**config.mk**
```make
export PLATFORM = sky130hd
export DESIGN_NAME = bsg_link_sdr_reset_sequencer
export DESIGN_NICKNAME = d
export VERILOG_FILES = /design/src/rtl/bsg_link_sdr_reset_seq_pkg.sv /design/src/rtl/bsg_link_sdr_reset_phase_counter.sv /design/src/rtl/bsg_link_sdr_reset_sequencer.sv
export SDC_FILE = /design/constraint.sdc
export NUM_CORES = 1
export LEC_CHECK = 0
export BUFFER_PORTS_ARGS = -buffer_cell sky130_fd_sc_hd__buf_4
export CAP_MARGIN = 40
export CORE_MARGIN = 2
export CORE_UTILIZATION = 59
export DETAILED_ROUTE_END_ITERATION = 6
export PLACE_DENSITY = 0.81
export SLEW_MARGIN = 20
export SYNTH_ARGS = -nofsm -noshare
export SYNTH_HDL_FRONTEND = slang
export SYNTH_SLANG_ARGS = --single-unit
```
**constraint.sdc**
```tcl
create_clock -name clk_i -period 3.3 [get_ports clk_i]
set_clock_uncertainty 0.1 [all_clocks]
set_input_delay 0.33 -clock clk_i [delete_from_list [all_inputs] [get_ports clk_i]]
set_output_delay 0.33 -clock clk_i [all_outputs]
set_load 0.005 [all_outputs]
```
**src/rtl/bsg_link_sdr_reset_seq_pkg.sv**
```systemverilog
// Shared types for the SDR link reset sequencer: FSM state encoding and the
// per-state drive of the four async reset nets plus done.
package bsg_link_sdr_reset_seq_pkg;

  typedef enum logic [2:0] {
    e_idle,
    e_token_hi,
    e_token_lo,
    e_up_rel,
    e_down_rel,
    e_ds_rel,
    e_done
  } seq_state_e;

  // {uplink, downlink, downstream, token, done}, indexed by state; slot 7 is unreachable
  localparam logic [7:0][4:0] seq_out_lp = {
    5'b11100,  // unused encoding, parks at the idle drive
    5'b00001,  // e_done
    5'b00000,  // e_ds_rel
    5'b00100,  // e_down_rel
    5'b01100,  // e_up_rel
    5'b11100,  // e_token_lo
    5'b11110,  // e_token_hi
    5'b11100   // e_idle
  };

endpackage

```
**src/rtl/bsg_link_sdr_reset_phase_counter.sv**
```systemverilog
// Dwell counter for one sequencer phase; flags the last cycle of the dwell.
module bsg_link_sdr_reset_phase_counter #(
  parameter int unsigned width_p = 5
) (
  input  logic               clk_i,
  input  logic               reset_n_i,
  input  logic               clear_i,
  input  logic               up_i,
  input  logic [width_p-1:0] dwell_i,
  output logic [width_p-1:0] count_o,
  output logic               last_o
);

  always_ff @(posedge clk_i or negedge reset_n_i) begin
    if (!reset_n_i)   count_o <= '0;
    else if (clear_i) count_o <= '0;
    else if (up_i)    count_o <= count_o + 1'b1;
  end

  assign last_o = (count_o == (dwell_i - 1'b1));

endmodule

```
**src/rtl/bsg_link_sdr_reset_sequencer.sv**
```systemverilog
// Glitch-free bring-up sequencer for the four async reset nets of an SDR link
// endpoint: token pulse, then uplink, downlink and downstream release.
module bsg_link_sdr_reset_sequencer
  import bsg_link_sdr_reset_seq_pkg::*;
#(
  parameter int unsigned token_hi_cycles_p = 16,
  parameter int unsigned token_lo_cycles_p = 16,
  parameter int unsigned release_cycles_p  = 16
) (
  input  logic clk_i,
  input  logic reset_n_i,
  input  logic start_i,
  input  logic restart_i,
  output logic async_uplink_reset_o,
  output logic async_downlink_reset_o,
  output logic async_downstream_reset_o,
  output logic async_token_reset_o,
  output logic done_o
);

  localparam int unsigned max_a_lp   = (token_hi_cycles_p > token_lo_cycles_p)
                                       ? token_hi_cycles_p : token_lo_cycles_p;
  localparam int unsigned max_lp     = (max_a_lp > release_cycles_p) ? max_a_lp : release_cycles_p;
  localparam int unsigned lg_wait_lp = $clog2(max_lp + 1);

  seq_state_e            state_r, state_n;
  logic [lg_wait_lp-1:0] dwell, count;
  logic                  last;
  logic [4:0]            out_r;

  always_comb begin
    dwell = lg_wait_lp'(release_cycles_p);
    case (state_r)
      e_token_hi: dwell = lg_wait_lp'(token_hi_cycles_p);
      e_token_lo: dwell = lg_wait_lp'(token_lo_cycles_p);
      default:    dwell = lg_wait_lp'(release_cycles_p);
    endcase
  end

  always_comb begin
    state_n = state_r;
    case (state_r)
      e_idle:     if (start_i) state_n = e_token_hi;
      e_token_hi: if (last)    state_n = e_token_lo;
      e_token_lo: if (last)    state_n = e_up_rel;
      e_up_rel:   if (last)    state_n = e_down_rel;
      e_down_rel: if (last)    state_n = e_ds_rel;
      e_ds_rel:   if (last)    state_n = e_done;
      e_done:                  state_n = e_done;
      default:                 state_n = e_idle;
    endcase
    // restart wins over everything, and also masks start_i while in idle
    if (restart_i) state_n = e_idle;
  end

  bsg_link_sdr_reset_phase_counter #(
    .width_p(lg_wait_lp)
  ) phase_counter (
    .clk_i    (clk_i),
    .reset_n_i(reset_n_i),
    .clear_i  (state_n != state_r),
    .up_i     ((state_r != e_idle) && (state_r != e_done)),
    .dwell_i  (dwell),
    .count_o  (count),
    .last_o   (last)
  );

  // outputs load from the next-state decode so each net is a clean flop
  always_ff @(posedge clk_i or negedge reset_n_i) begin
    if (!reset_n_i) begin
      state_r <= e_idle;
      out_r   <= seq_out_lp[e_idle];
    end else begin
      state_r <= state_n;
      out_r   <= seq_out_lp[state_n];
    end
  end

  assign async_uplink_reset_o     = out_r[4];
  assign async_downlink_reset_o   = out_r[3];
  assign async_downstream_reset_o = out_r[2];
  assign async_token_reset_o      = out_r[1];
  assign done_o                   = out_r[0];

endmodule

```
==> results of run 1 <==
## worst max-delay path, delay by kind of cell (launching register included)
kind | cells | cell delay (ns)
adders and majority gates | 3 | 0.68
and+or+nand+nor | 2 | 0.39
DFF | 1 | 0.42
muxes | 1 | 0.13
buffers and inverters | 1 | 0.05
AOI/OAI and AO/OA | 1 | 0.48
## repair_timing
action,4_1_cts,5_1_grt
hold buffers,1,0
endpoints found under the setup margin,0,0
hold endpoints to repair,13,0
## cell usage after synthesis (all sizes together) (2+ instances only)
library cell  number
dfstp              3
ha                 6
a32oi              2
a211oi             3
dfrtp             10
mux2i              3
nor2               3
o21ai              3
nor2b              2
nor3               3
and2               3
nand2b             3
nand3              4
buf                3
nand2              3
inv                3
## metal layers
layer / vias up / wire (um) / global-route usage, %
met5: - / 0 / 0
met4: 0 / 53 / 18.1
met3: 6 / 47 / 3.33
met2: 21 / 644 / 32.3
met1: 289 / 659 / 31.1
li1: 273 / - / -
## kinds of logic (layout without fill, tap and decap cells)
group | count (synthesis) | after routing | synth area share (%)
simple gates | 23 | 23 | 16.7
flops | 13 | 13 | 43.0
fa+ha+maj | 6 | 6 | 9.80
compound gates | 17 | 17 | 19.0
xor+xnor | 2 | 2 | 2.29
mux | 3 | 3 | 3.92
buf+inv | 6 | 16 | 5.39
## final cells by class
class / count / area share (%)
Inverter: 3 / 1.33
Multi-Input combinational cell: 51 / 46.5
Tap cell: 14 / 2.06
Sequential cell: 13 / 38.7
Timing Repair Buffer: 9 / 8.25
Clock buffer: 4 / 3.09
## sequential cells by signal, indices dropped and copies added, names as in the netlist
register	flops
state_r	3
phase_counter.count_o	5
out_r	5
## worst max path at each step
| stage | to | slack (ns) | cells after the start |
|---|---|---|---|
| final | out_r[4]$_DFF_PN1_ | 0.99 | 8 |
| after global placement | out_r[4]$_DFF_PN1_ | 1.08 | 8 |
| after global routing | out_r[4]$_DFF_PN1_ | 0.78 | 8 |
| after detailed placement | out_r[4]$_DFF_PN1_ | 1.00 | 8 |
| after floorplan | out_r[4]$_DFF_PN1_ | 1.18 | 8 |
| after CTS | out_r[4]$_DFF_PN1_ | 0.97 | 8 |
## where the power goes
| part | switching, mW | internal [mW] | total, mW |
|---|---|---|---|
| clock network | 0.0524 | 0.0469 | 0.0993 |
| logic | 0.0269 | 0.0268 | 0.0537 |
| registers | 0.0222 | 0.177 | 0.200 |
## per-stage QoR
stage / cells / hold WS, ns
finish: 94 / 0.205
global route: 94 / 0.205
CTS: 94 / 0.200
detailed placement: 89 / 0.0810
global placement: 89 / 0.0788
floorplan: 70 / -0.0656
==> results.yml, run 1 <==
power_and_ir_drop:
  p_leak_nw: 0.374
  total_power_mw: 0.353
  powerDensity_mw_per_mm2: 415
  vdd_ir_drop_max_mv: 0.307
die:
  io_pins: 9
  die_area_mm2: 0.00160
  fp.dieW_um: 40.0
  start_util_pct: 66.2
  core_mm2: 0.00116
  die_y_um: 40.0
  fp-row-count: 12
worst_setup_path:
  path_cells: "ha_1 -> and3_1 -> ha_1 -> and2_1 -> a2111oi_2 -> ha_1 -> inv_1 -> mux2i_1"
  worstPathArrival_ns: 2.42
  startpoint_type: "flop"
  timing.rr.end: "out_r[4]$_DFF_PN1_"
  cp-end-kind: "flop"
  rrSetupSlack_ns: 0.99
  cpPeakStageDelay_ns: 0.48
  reg2reg_depth: 8
  reg2reg_from: "phase_counter.count_o[0]$_DFFE_PN0P_"
  worstSetupPathType: "reg2reg"
  cp_slowest_cell: "a2111oi_2"
  cp_max_fo: 5
  cp.required_ns: 3.41
  critPathLaunch: "phase_counter.count_o[0]$_DFFE_PN0P_"
  crit_path_frequent_cell: "ha_1"
logic_synthesis:
  async_reset_ff_share_pct: 100
  synth_area_leaders: "dfrtp_1, dfstp_2, ha_1"
  synth.avg_cell_area_um2: 10.9
  synth_cells: 70
  syn_nets: 80
  synth_edf_count: 0
  synth_top_area_share_pct: 32.7
  yosysSeqAreaShare_pct: 43.0
  synth_seq_cells: 13
  synth_cell_type_count: 33
  synth-main-ff-cell: "dfrtp_1"
  synth_warnings: 0
  netlist.top_cell.by_area: "dfrtp_1"
  syn_area_um2: 766
clocking:
  cts-buffers-inserted: 3
  worstSkewPairLatency_ns: 0.28
  clockBufferDepth: 2
  cts_tree: "done"
  worst_setup_hold_path_clk_slew_ns: 0.08
  cts_setup_buffers: 0
  clockRootBuffer: "clkbuf_4"
  htreeDepth: 1
  cts.sinks: 13
  cts_resized: 0
min_path:
  hold_path_depth: 2
  min_to: "state_r[2]$_DFF_PN0_"
  min_path_type: "in2reg"
  hp-start: "restart_i"
detailed_routing:
  antenna_left: 0
  wire_per_inst_um: 14.9
  vias_per_cell: 6.27
  drtPass1Iterations: 4
  via_count: 589
  drcViolationCount: 0
  drt_iter0_markers: 13
  wl_um: 1400
timing:
  timing.final.crit_share_pct: 70.1
  slew_violations: 0
  min_period_ns: 2.31
  tns_ns: 0
  slew_headroom_pct: 66.0
  setup_viol: 0
  tightestPinTransition_ns: 0.509
  rsz0062_at_grt: "false"
  worst_slack_ns: 0.986
  hold_violations: 0
  max_freq_ghz: 0.432
cells_and_area:
  nets: 91
  final_cell_mix: "dfrtp_1, buf_4, ha_1, nand3_1"
  postLayoutCoreUtil_pct: 73.5
  ff_latch_area_um2: 329
  diodes: 0
  layout_commonest_cell: "dfrtp_1"
  multi_input_area_um2: 395
  syn_to_final_growth_pct: 10.9
  postLayoutCellArea_um2: 850
  nFillCells: 76
  drive_gt1_share_pct: 23.8
grt:
  grt_pass1_vias: 508
  grt_first_pass_wirelength_um: 2320
  antenna_found_initial: 0
  grt_usage_pct: 23.0
  grt_start_max_net_pins: 14
  grt_overflow: 0
place:
  post_dp_cell_area_um2: 813
  preCtsSetupSlack_ns: 1.00
  dp_hpwl_um: 1020
  gp_congestion: 0.863
  io_buffer_count: 8
job:
  drv_cap: 0
run_status:
  status: "finished clean"
No activity file was read; power rests on OpenSTA's default activity.
==> inputs of run 2 (changes only) <==
--- a/config.mk
+++ b/config.mk
@@ -5,12 +5,13 @@
 export SDC_FILE = /design/constraint.sdc
 export NUM_CORES = 1
 export LEC_CHECK = 0
+export ABC_AREA = 1
 export BUFFER_PORTS_ARGS = -buffer_cell sky130_fd_sc_hd__buf_4
 export CAP_MARGIN = 40
 export CORE_MARGIN = 2
-export CORE_UTILIZATION = 59
+export CORE_UTILIZATION = 50
 export DETAILED_ROUTE_END_ITERATION = 6
-export PLACE_DENSITY = 0.81
+export PLACE_DENSITY = 0.72
 export SLEW_MARGIN = 20
 export SYNTH_ARGS = -nofsm -noshare
 export SYNTH_HDL_FRONTEND = slang
==> constraint.sdc (replaced) <==
create_clock -name clk_i -period 2 [get_ports clk_i]
set_clock_uncertainty 0.1 [all_clocks]
set_input_delay 0.2 -clock clk_i [delete_from_list [all_inputs] [get_ports clk_i]]
set_output_delay 0.2 -clock clk_i [all_outputs]
set_load 0.005 [all_outputs]
==> results.yml, run 2 <==
timing:
  slew_violations: 0
  hold_violations: 0
  max_freq_ghz: 0.477
  min_period_ns: 2.10
  tns_ns: -0.556
  setup_viol: 9
  timing.final.crit_share_pct: 105
  worst_slack_ns: -0.0958
  rsz0062_at_grt: "true"
  slew_headroom_pct: 67.4
  tightestPinTransition_ns: 0.490
  hold_slack_ns: 0.228
grt:
  antenna_found_initial: 0
  grt_overflow: 0
  grt_first_pass_wirelength_um: 2840
  use_met1_pct: 21.8
  grt_start_max_net_pins: 14
  met2_usage_pct: 37.9
  grt_usage_pct: 20.7
  met3_usage_pct: 6.53
  grt_pass1_vias: 673
  gr-max-usage-layer: "met2"
die:
  start_util_pct: 53.9
  io_pins: 9
  die_y_um: 44.3
  die_area_mm2: 0.00196
  core_mm2: 0.00151
  fp-row-count: 14
  fp.dieW_um: 44.3
detailed_routing:
  wl_um: 1940
  drtPass1Iterations: 4
  via_count: 725
  antenna_left: 0
  wire_per_inst_um: 13.2
  drcViolationCount: 0
  vias_per_cell: 4.93
  drt_iter0_markers: 8
clocking:
  htreeDepth: 1
  clockBufferDepth: 2
  worstSkewPairLatency_ns: 0.28
  cts.sinks: 13
  clockRootBuffer: "clkbuf_4"
  cts-buffers-inserted: 3
  worst_setup_hold_path_clk_slew_ns: 0.07
  cts_tree: "done"
place:
  gp_congestion: 0.819
  preCtsSetupSlack_ns: -0.154
  post-place-cells: 130
  dp_hpwl_um: 1070
  io_buffer_count: 8
power_and_ir_drop:
  powerDensity_mw_per_mm2: 489
  p_leak_nw: 0.560
  vdd_ir_drop_max_mv: 0.380
logic_synthesis:
  syn_area_um2: 812
  synth_top_area_share_pct: 30.8
  syn_nets: 112
  async_reset_ff_share_pct: 100
  synth_seq_cells: 13
  netlist.top_cell.by_area: "dfrtp_1"
  synth_cell_type_count: 25
  synth_warnings: 0
  synth_cells: 102
  synth.avg_cell_area_um2: 7.96
  netlist_top_cells_count: "nand2_1, nor2_1, inv_1"
  yosysSeqAreaShare_pct: 40.5
  synth_edf_count: 0
  synth_area_leaders: "dfrtp_1, dfstp_2, ha_1"
  synth-main-ff-cell: "dfrtp_1"
job:
  drv_cap: 0
cells_and_area:
  final_cell_mix: "buf_4, inv_1, nor2_1, nand2_1, dfrtp_1"
  final_cells: 147
  syn_to_final_growth_pct: 47.0
  layout_commonest_cell: "buf_4"
  top_regs: "out_r (5), phase_counter.count_o (5), state_r (3)"
  nFillCells: 101
  diodes: 0
  multi_input_area_um2: 536
  nets: 142
  drive_gt1_share_pct: 51.9
  ff_latch_area_um2: 329
worst_setup_path:
  cp_max_fo: 6
  startpoint_type: "flop"
  worstPathArrival_ns: 2.20
  cp.required_ns: 2.11
  worstSetupPathType: "reg2reg"
  cp-end-kind: "flop"
min_path:
  min_path_type: "in2async"
run_status:
  status: "complete, but fails checks"
  failed_checks: "negative setup slack"
[run 2: changes by cell type after synthesis, moves of 3 or more]
cell      change
inv_1        +14
inv_2         +4
nand2_1      +15
mux2i_1       -3
nand2b_1      -3
nor2_1       +15
nand2_2       +5
[run 2: metal layers]
metal	share of wire, %	vias up
li1	-	362
met1	40	346
met2	55	11
met3	2.5	6
met4	2.3	0
met5	0	-
[run 2: worst paths after layout]
path,slack [ns],endpoint,depth (start not counted),startpoint
min in group clk_i,0.29,state_r[2]$_DFF_PN0_,4,restart_i
max in group asynchronous,1.34,out_r[3]$_DFF_PN1_,2,reset_n_i
min,0.23,phase_counter.count_o[2]$_DFFE_PN0P_,2,reset_n_i
min reg2reg,0.49,phase_counter.count_o[3]$_DFFE_PN0P_,2,phase_counter.count_o[3]$_DFFE_PN0P_
max,-0.1,out_r[4]$_DFF_PN1_,14,phase_counter.count_o[0]$_DFFE_PN0P_
max reg2reg,-0.1,out_r[4]$_DFF_PN1_,14,phase_counter.count_o[0]$_DFFE_PN0P_
[run 2: final cells by class]
cell class	count	share of cell area, %
multi-input cells	67	44.9
flip-flops and latches	13	27.6
repair buffers	26	16.9
inverters	21	6.81
clock buffers	4	2.20
well taps	16	1.68
[run 2: kinds of logic (layout without fill, tap and decap cells)]
logic type               count (synthesis)  after routing  share of synthesized area [%]
buffers and inverters                   22             51                           10.6
flip-flops                              13             13                           40.5
AND/OR/NAND/NOR                         52             52                           30.7
XOR/XNOR                                 3              3                           3.24
adder cells (fa/ha/maj)                  6              6                           9.24
AO/OA/AOI/OAI                            6              6                           5.70
[run 2: what timing repair did]
action                                  in CTS  in global routing
gates resized for setup                     20                 11
hold endpoints to repair                    13                  0
endpoints found under the setup margin       9                 11
hold buffers                                 1                  0
pin swaps                                   18                 10
setup buffers                                9                  3
[run 2: critical path: stages (launching register included)]
cell and delay [ns]:
dfrtp_1 0.35, ha_2 0.18, nand2_1 0.05, nor2_1 0.10, ha_2 0.26, inv_2 0.08
nand2_4 0.08, nand3_4 0.09, nand3_4 0.11, nand2_4 0.08, buf_4 0.15, ha_4 0.15
inv_2 0.04, nand2_2 0.05, a21boi_2 0.15
[run 2: stage by stage]
step / util, % / instance area, um2 / total power, mW
detailed placement: 61.5 / 927 / 0.392
CTS: 74.3 / 1120 / 0.582
floorplan: - / 817 / 0.353
finish: 79.2 / 1190 / 0.583
global placement: 61.5 / 927 / 0.386
global route: 79.2 / 1190 / 0.620
[run 2: report_power, final]
group,switching [mW],internal (mW),total (mW)
registers,0.0134,0.277,0.290
clock network,0.0799,0.0774,0.157
logic,0.0691,0.0667,0.136
==> inputs of run 3 (changes only) <==
--- a/config.mk
+++ b/config.mk
@@ -9,9 +9,10 @@
 export BUFFER_PORTS_ARGS = -buffer_cell sky130_fd_sc_hd__buf_4
 export CAP_MARGIN = 40
 export CORE_MARGIN = 2
-export CORE_UTILIZATION = 50
+export CORE_UTILIZATION = 53
+export CTS_BUF_LIST = sky130_fd_sc_hd__clkbuf_8
 export DETAILED_ROUTE_END_ITERATION = 6
-export PLACE_DENSITY = 0.72
+export PLACE_DENSITY = 0.76
 export SLEW_MARGIN = 20
 export SYNTH_ARGS = -nofsm -noshare
 export SYNTH_HDL_FRONTEND = slang
==> results.yml, run 3 (synthesized netlist as in run 2, its figures left out) <==
run_status:
  status: "complete, but fails checks"
  failed_checks: "negative setup slack"
grt:
  antenna_found_initial: 0
  grt_usage_pct: 26.1
  grt_pass1_vias: 773
  grt_overflow: 0
  grt_first_pass_wirelength_um: 3480
  grt_start_max_net_pins: 14
worst_setup_path:
  cp-end-kind: "flop"
  startpoint_type: "flop"
  worstSetupPathType: "reg2reg"
  crit_path_frequent_cell: "nand2_2"
  worstPathArrival_ns: 2.12
  cp_slowest_cell: "dfrtp_1"
  rrSetupSlack_ns: -0.04
  cpPeakStageDelay_ns: 0.38
  path_cells: "ha_2 -> nand2_2 -> nor2_4 -> ha_4 -> buf_4 -> o21bai_2 -> nand3_2 -> nand2_2 -> nand2_4 -> inv_4 -> ha_4 -> inv_2 -> nand2_2 -> a21boi_2"
  cp_max_fo: 6
  cp.required_ns: 2.08
clocking:
  clockRootBuffer: "clkbuf_8"
  cts_tree: "done"
  worstSkewPairLatency_ns: 0.24
  htreeDepth: 1
  clockBufferDepth: 2
  cts.sinks: 13
  cts-buffers-inserted: 3
  worst_setup_hold_path_clk_slew_ns: 0.06
timing:
  tightestPinTransition_ns: 0.434
  min_period_ns: 2.04
  slew_headroom_pct: 71.1
  max_freq_ghz: 0.491
  hold_violations: 0
  setup_viol: 3
  timing.final.crit_share_pct: 102
  tns_ns: -0.0807
  hold_slack_ns: 0.240
  slew_violations: 0
  rsz0062_at_grt: "true"
  worst_slack_ns: -0.0368
die:
  fp.dieW_um: 43.1
  core_mm2: 0.00147
  fp-row-count: 14
  io_pins: 9
  start_util_pct: 55.2
  die_area_mm2: 0.00186
  die_y_um: 43.1
cells_and_area:
  top_regs: "out_r (5), phase_counter.count_o (5), state_r (3)"
  nFillCells: 99
  ff_latch_area_um2: 329
  syn_to_final_growth_pct: 43.3
  drive_gt1_share_pct: 49.2
  postLayoutCellArea_mm2: 0.00116
  diodes: 0
  layout_commonest_cell: "buf_4"
  nets: 137
  final_cell_mix: "buf_4, nor2_1, inv_1, nand2_1, dfrtp_1"
  multi_input_area_um2: 520
detailed_routing:
  wire_per_inst_um: 14.7
  drcViolationCount: 0
  drt_iter0_markers: 17
  antenna_left: 0
  vias_per_cell: 5.29
  drtPass1Iterations: 5
  via_count: 751
  wl_um: 2090
power_and_ir_drop:
  switching_share_pct: 27.3
  powerDensity_mw_per_mm2: 563
  p_sw_mw: 0.179
  vdd_ir_drop_max_mv: 0.494
  total_power_mw: 0.655
  p_comb_share_pct: 20.5
  p_int_mw: 0.477
  power_frac_clock_pct: 35.3
  seq_power_share_pct: 44.2
  p_leak_nw: 0.550
place:
  dp_hpwl_um: 1070
  preCtsSetupSlack_ns: -0.105
  gp_congestion: 0.866
  io_buffer_count: 8
  post_dp_cell_area_um2: 927
min_path:
  min_path_type: "in2async"
job:
  drv_cap: 0
-- run 3: final timing paths --
kind,startpoint,to,cells past startpoint
hold / removal,reset_n_i,phase_counter.count_o[3]$_DFFE_PN0P_,2
setup reg to reg,phase_counter.count_o[0]$_DFFE_PN0P_,out_r[4]$_DFF_PN1_,14
min in group clk_i,restart_i,state_r[2]$_DFF_PN0_,4
max in group asynchronous,reset_n_i,out_r[3]$_DFF_PN1_,2
setup / recovery,phase_counter.count_o[0]$_DFFE_PN0P_,out_r[4]$_DFF_PN1_,14
hold reg to reg,phase_counter.count_o[3]$_DFFE_PN0P_,phase_counter.count_o[3]$_DFFE_PN0P_,2
-- run 3: final cells by class --
cell class | count | share of cell area (%)
Sequential cell | 13 | 28.3
Clock inverter | 1 | 0.323
Multi-Input combinational cell | 67 | 44.7
Timing Repair Buffer | 21 | 14.4
Inverter | 21 | 6.99
Clock buffer | 3 | 3.55
Tap cell | 16 | 1.72
-- run 3: per-layer routing --
layer | global-route usage [%] | up-vias | routed length (um)
met4 | 7.88 | 0 | 67
met1 | 29.3 | 353 | 763
met3 | 6.38 | 8 | 121
li1 | - | 356 | -
met5 | 0 | - | 0
met2 | 47.8 | 34 | 1140
-- run 3: what timing repair did --
action	4_1_cts	5_1_grt
hold buffers	1	0
setup endpoints to repair	7	10
pin swaps	12	10
buffers inserted	6	1
gates resized for setup	19	11
hold endpoints to repair	13	0
-- run 3: worst max-delay path: cells and delay by family, from the launching register on --
kind / cells / cell delay, ns
AO/OA/AOI/OAI: 2 / 0.29
buffers and inverters: 3 / 0.26
AND/OR/NAND/NOR: 6 / 0.46
adder cells (fa/ha/maj): 3 / 0.49
flip-flops: 1 / 0.38
-- run 3: stage by stage --
step	utilization (%)	std cells
floorplan	-	102
CTS	75.7	141
global placement	63.0	130
global route	79.1	142
finish	79.1	142
detailed placement	63.0	130
-- run 3: power groups by stage --
stage          sequential (mW)  combinational, mW  clock [mW]
2_1_floorplan            0.290             0.0631           0
3_3_place_gp             0.293             0.0945           0
3_5_place_dp             0.294             0.0986           0
4_1_cts                  0.290              0.122       0.229
5_1_grt                  0.291              0.150       0.245
6_report                 0.290              0.134       0.231
